--- config.mk ---
export PLATFORM = sky130hd
export DESIGN_NAME = adc_average_multi
export DESIGN_NICKNAME = d
export VERILOG_FILES = /design/src/rtl/adc_average_multi.sv
export SDC_FILE = /design/constraint.sdc
export NUM_CORES = 1
export LEC_CHECK = 0
export BUFFER_PORTS_ARGS = -buffer_cell sky130_fd_sc_hd__buf_2
export CORE_ASPECT_RATIO = 1.2
export CORE_MARGIN = 2
export CORE_UTILIZATION = 55
export DETAILED_ROUTE_END_ITERATION = 16
export HOLD_SLACK_MARGIN = 0.08
export PLACE_DENSITY_LB_ADDON = 0.05
export SYNTH_ARGS = -nofsm -noshare
export SYNTH_HDL_FRONTEND = slang
export SYNTH_SLANG_ARGS = --single-unit
--- constraint.sdc ---
create_clock -name CLK -period 2.3 [get_ports CLK]
set_input_delay 0.345 -clock CLK [delete_from_list [all_inputs] [get_ports CLK]]
set_output_delay 0.345 -clock CLK [all_outputs]
set_load 0.1 [all_outputs]
--- src/rtl/adc_average_multi.sv ---
// adc_average_multi: multi-channel block averager, 2^LOG2_SAMPS samples/block.
// Optional build macro: ADC_AVG_ROUND_EN (round-half-up with saturation).
//
// Ports:
//   CLK, RST_N   clock, async active-low reset
//   START        begin a block, or abort and restart the active one
//   CONT         continuous mode, sampled on the block-end cycle
//   IN_VALID     DATA_IN carries a valid sample set
//   DATA_IN      NUM_CH packed two's complement samples
//   BUSY         high while accumulating
//   OUT_VALID    one-cycle strobe, new DATA_OUT present
//   DATA_OUT     NUM_CH packed per-channel means, held between strobes
module adc_average_multi #(
    parameter int ADC_WIDTH  = 12,
    parameter int NUM_CH     = 2,
    parameter int LOG2_SAMPS = 10
) (
    input  logic                        CLK,
    input  logic                        RST_N,
    input  logic                        START,
    input  logic                        CONT,
    input  logic                        IN_VALID,
    input  logic [NUM_CH*ADC_WIDTH-1:0] DATA_IN,
    output logic                        BUSY,
    output logic                        OUT_VALID,
    output logic [NUM_CH*ADC_WIDTH-1:0] DATA_OUT
);

    localparam int AW = ADC_WIDTH + LOG2_SAMPS;
    localparam int CW = LOG2_SAMPS + 1;
    localparam logic [CW-1:0] N_LAST = CW'(1) << LOG2_SAMPS;

    typedef enum logic {
        S_IDLE,
        S_ACCUM
    } state_e;

    state_e                      state_q, state_d;
    logic [CW-1:0]               cnt_q, cnt_d;
    logic [CW-1:0]               cnt_inc;
    logic signed [AW-1:0]        acc_q [NUM_CH];
    logic signed [AW-1:0]        acc_d [NUM_CH];
    logic signed [AW-1:0]        sum   [NUM_CH];
    logic signed [AW-1:0]        smp   [NUM_CH];
    logic [NUM_CH*ADC_WIDTH-1:0] dout_q, dout_d;
    logic                        ovalid_q, ovalid_d;

`ifdef ADC_AVG_ROUND_EN
    // One extra bit so adding the half-LSB can never wrap.
    localparam int RW = AW + 1;
    localparam logic signed [RW-1:0] HALF = RW'(1) << (LOG2_SAMPS - 1);
    localparam logic signed [RW-1:0] MAXV = (RW'(1) << (ADC_WIDTH - 1)) - RW'(1);
    localparam logic signed [RW-1:0] MINV = -(RW'(1) << (ADC_WIDTH - 1));

    function automatic logic [ADC_WIDTH-1:0] mean_of(
        input logic signed [AW-1:0] s
    );
        logic signed [RW-1:0] w;
        logic signed [RW-1:0] sh;
        w  = $signed({s[AW-1], s}) + HALF;
        sh = w >>> LOG2_SAMPS;
        if (sh > MAXV) begin
            sh = MAXV;
        end else if (sh < MINV) begin
            sh = MINV;
        end
        return sh[ADC_WIDTH-1:0];
    endfunction
`else
    // Dropping the low bits of a two's complement sum is a floor divide.
    function automatic logic [ADC_WIDTH-1:0] mean_of(
        input logic signed [AW-1:0] s
    );
        return s[AW-1:LOG2_SAMPS];
    endfunction
`endif

    always_comb begin
        for (int c = 0; c < NUM_CH; c++) begin
            smp[c] = {{LOG2_SAMPS{DATA_IN[c*ADC_WIDTH+ADC_WIDTH-1]}},
                      DATA_IN[c*ADC_WIDTH +: ADC_WIDTH]};
            sum[c] = acc_q[c] + smp[c];
        end
    end

    assign cnt_inc = cnt_q + CW'(1);

    always_comb begin
        state_d  = state_q;
        cnt_d    = cnt_q;
        acc_d    = acc_q;
        dout_d   = dout_q;
        ovalid_d = 1'b0;

        if (START) begin
            // Start and abort share one path; a same-cycle sample is sample 1.
            state_d = S_ACCUM;
            cnt_d   = IN_VALID ? CW'(1) : '0;
            for (int c = 0; c < NUM_CH; c++) begin
                acc_d[c] = IN_VALID ? smp[c] : '0;
            end
        end else if (state_q == S_ACCUM && IN_VALID) begin
            if (cnt_inc == N_LAST) begin
                ovalid_d = 1'b1;
                cnt_d    = '0;
                for (int c = 0; c < NUM_CH; c++) begin
                    dout_d[c*ADC_WIDTH +: ADC_WIDTH] = mean_of(sum[c]);
                    acc_d[c] = '0;
                end
                if (!CONT) begin
                    state_d = S_IDLE;
                end
            end else begin
                cnt_d = cnt_inc;
                acc_d = sum;
            end
        end
    end

    always_ff @(posedge CLK or negedge RST_N) begin
        if (!RST_N) begin
            state_q  <= S_IDLE;
            cnt_q    <= '0;
            dout_q   <= '0;
            ovalid_q <= 1'b0;
            for (int c = 0; c < NUM_CH; c++) begin
                acc_q[c] <= '0;
            end
        end else begin
            state_q  <= state_d;
            cnt_q    <= cnt_d;
            dout_q   <= dout_d;
            ovalid_q <= ovalid_d;
            for (int c = 0; c < NUM_CH; c++) begin
                acc_q[c] <= acc_d[c];
            end
        end
    end

    assign BUSY      = (state_q == S_ACCUM);
    assign OUT_VALID = ovalid_q;
    assign DATA_OUT  = dout_q;

endmodule

==> metrics.md <==
| Metric | Value |
|---|---|
| RSZ-0062 raised after global routing | `true` |
| Fin crit share | `1.05` |
| Startpoint types | `flip-flop` |
| Vias/cell | `between 6 and 7` |
| GRT Residual Overflow | `0` |
| Avg Cell Area, Syn | `around 8.5 um2` |
| Std cell rows | `40` |
| Hold Path Class | `in2reg` |
| GR Layer Usage met2 | `0.514` |
| Run status | `finished, violations left` |
| Largest net degree at the start of global routing | `39` |
| Sink Count | `81` |
| CP Max Fanout | `3` |
| All-Layer GR Usage | `0.286` |
| Final setup violation count | `9` |
| Sequential-to-total area share from yosys stat | `0.356` |
| Arrival time of the worst setup path | `2640 ps` |
| Pwr Density | `1130 mW/mm2` |
| Antenna Nets Post-Route | `0` |
| Drt drc | `0` |
| Met1 Use GR | `0.359` |
| Largest area contributor in the netlist | `dfrtp_1` |
| Storage cell area | `0.00203 mm2` |
| Ys async rst share | `1.00` |
| Hold Violations, Final | `0` |
| Period minus WS final | `2420 ps` |
| Starting density of the core | `0.566` |
| TritonCTS clock tree | `yes` |
| Post-Route WL | `around 16,000 um` |
| Detailed placement HPWL | `11,400 um` |
| IO Port Bufs | `54` |
| GRT busiest layer | `met2` |
| Drt first pass iters | `4` |
| Vias in the first global route | `~5,600` |
| Max_cap viols | `0` |
| IO Count | `55` |
| Failing checks | `negative setup slack` |
| Final max-slew violation count | `0` |
| Initial antenna violation count | `0` |
| DRT iter0 DRCs | `301` |
| Relative slew slack | `0.654` |
| Max clock buf depth | `2` |
| Worst path required time | `about 2500 ps` |
| Post-Syn Area | `about 0.0057 mm2` |
| Worst-Margin Slew | `around 520 ps` |
| Fillers | `757` |
| Clock Pin Slew Worst Setup and Hold Paths | `about 60 ps` |
| First-pass GRT wire length | `26,400 um` |
| Antenna cell count | `0` |
| GPL Wtd Cong | `between 0.9 and 1` |
| Cells after Synth | `667` |
| DR vias | `5,690` |
| CTS H-tree depth | `3` |
| Ys flop type | `dfrtp_1` |
| Unique masters post-synth | `between 50 and 60` |
| Final WS setup | `-120 ps` |
| CTS Buf Count | `9` |
| Fin Setup TNS | `-619 ps` |
| Share of the synthesized area in the top cell type | `0.356` |
| Setup crit end kind | `flip-flop` |
| Pre-CTS WS | `-268 ps` |
| Syn_nets | `between 700 and 800` |
| Grt met3 use | `0.0410` |
| Setup Skew | `5.51 ps` |
| Clk_lat worst skew | `340 ps` |
| Nets | `between 800 and 900` |
| Syn-to-layout area delta | `31.8%` |
| Die width | `96.9 um` |
| Fmax | `between 400 and 500 MHz` |
| Layout cells sized above 1 | `0.308` |
| Warning count from the yosys run | `0` |
| CTS Root Cell | `clkbuf_16` |
| Worst vdd ir | `just under 700 uV` |
| Post-synth EDFFs | `0` |
| Worst Setup Path Type | `reg2reg` |
| Leak | `3.45 nW` |
| Area of the multi-input gates | `0.00389 mm2` |
| Most common library cells after synthesis | `dfrtp_1 (81), nor2_1 (77), nand2_1 (76), o21ai_0 (65), a21oi_1 (59)` |
| Core area | `0.0101 mm2` |
| Die area | `roughly 0.011 mm2` |
| Yosys reg bits | `81` |
| Most frequent cell after synthesis | `dfrtp_1` |
| Wire per inst | `17.2 um` |
| Top area cells in the synthesized netlist | `dfrtp_1 (36%), ha_1 (9.4%), o21ai_0 (5.7%)` |
| Vert. Die Dim | `116 um` |
-- power breakdown --
| part | switching, mW | internal [mW] | total, mW |
|---|---|---|---|
| Clock | 0.614 | 0.951 | 1.56 |
| Sequential | 0.232 | 1.74 | 1.97 |
| Combinational | 2.61 | 2.38 | 4.99 |
| Total | 3.46 | 5.07 | 8.52 |
-- placed cells by master (no fill, tap or decap), drive strengths merged, types with 3 or more instances in the layout --
cell type    n
a221oi      21
nand3       20
o22ai        3
o21ai       68
o21a         9
inv          9
or3          5
and2         4
nor2b        4
nand4        8
a211oi       3
nor2        77
a31oi        7
nor4        10
o211ai       3
buf        157
nor3b        5
dfrtp       81
clkbuf       9
and3         7
nand2b       6
nor3        14
nand2       76
ha          43
o21bai       5
nand3b       3
xnor2       20
a211o        6
xor2        20
a21o         8
mux2         4
o31ai        5
a21oi       59
-- what timing repair did --
item                                    4_1_cts  5_1_grt
resized for setup                            14       67
endpoints found under the hold margin        36        0
hold buffers                                  1        0
buffers inserted                              1        7
endpoints found under the setup margin       24       62
pin swaps                                    12       32
-- flip-flops by register name, summed over array words and instances, names as in the netlist --
signal and count:
OUT_VALID 1, BUSY 1, cnt_q 11, DATA_OUT 24, acc_q 44
-- path summary, 6_finish.rpt --
kind / startpoint / to / slack, ps / cells past startpoint
setup / recovery: acc_q[0]$_DFFE_PN0P_ / acc_q[18]$_DFFE_PN0P_ / -120 / 10
hold / removal: DATA_IN[18] / acc_q[6]$_DFFE_PN0P_ / 290 / 3
setup reg to reg: acc_q[0]$_DFFE_PN0P_ / acc_q[18]$_DFFE_PN0P_ / -120 / 10
hold reg to reg: DATA_OUT[0]$_DFFE_PN0P_ / DATA_OUT[0]$_DFFE_PN0P_ / 470 / 2
max in group asynchronous: RST_N / acc_q[32]$_DFFE_PN0P_ / 1150 / 3
min in group asynchronous: RST_N / DATA_OUT[7]$_DFFE_PN0P_ / 530 / 2
-- stage by stage --
stage          std cells  total power, mW   util  area [um2]  hold slack [ps]
4_1_cts              930             7.98  0.710        7140              284
3_3_place_gp         912             6.16  0.672        6760              349
3_5_place_dp         912             6.32  0.672        6760              353
5_1_grt              937             9.10  0.747        7510              297
2_1_floorplan        667             4.67      -        5720             49.4
6_report             937             8.52  0.747        7510              288
-- logic make-up after synthesis --
family / Yosys count / synth area share
AOI/OAI and AO/OA: 212 / 0.235
xor gates and xnor gates: 42 / 0.0694
adders and majority gates: 45 / 0.101
buffers and inverters: 38 / 0.0277
DFF: 81 / 0.356
muxes: 6 / 0.0121
and+or+nand+nor: 243 / 0.199
-- layer usage --
metal / share of wire / wire (um)
met1: 0.43 / 6860
met3: 0.045 / 732
met2: 0.51 / 8210
met4: 0.018 / 291
met5: 0 / 0
-- area by class of cell --
class,count,area share
clock inverter,7,0.0125
multi-input combinational,548,0.518
inverter,8,0.00400
timing repair buffer,158,0.144
tap,126,0.0210
sequential,81,0.270
clock buffer,9,0.0300
-- critical path, stage by stage, from the launching register on --
cell and delay [ps]:
dfrtp_1 410, ha_4 180, fa_2 360, a211oi_4 290
o21ai_4 110, buf_6 140, buf_6 110, a21oi_4 180
o41ai_2 90, xnor2_1 310, a21oi_1 100
No activity file was read; power rests on OpenSTA's default activity.
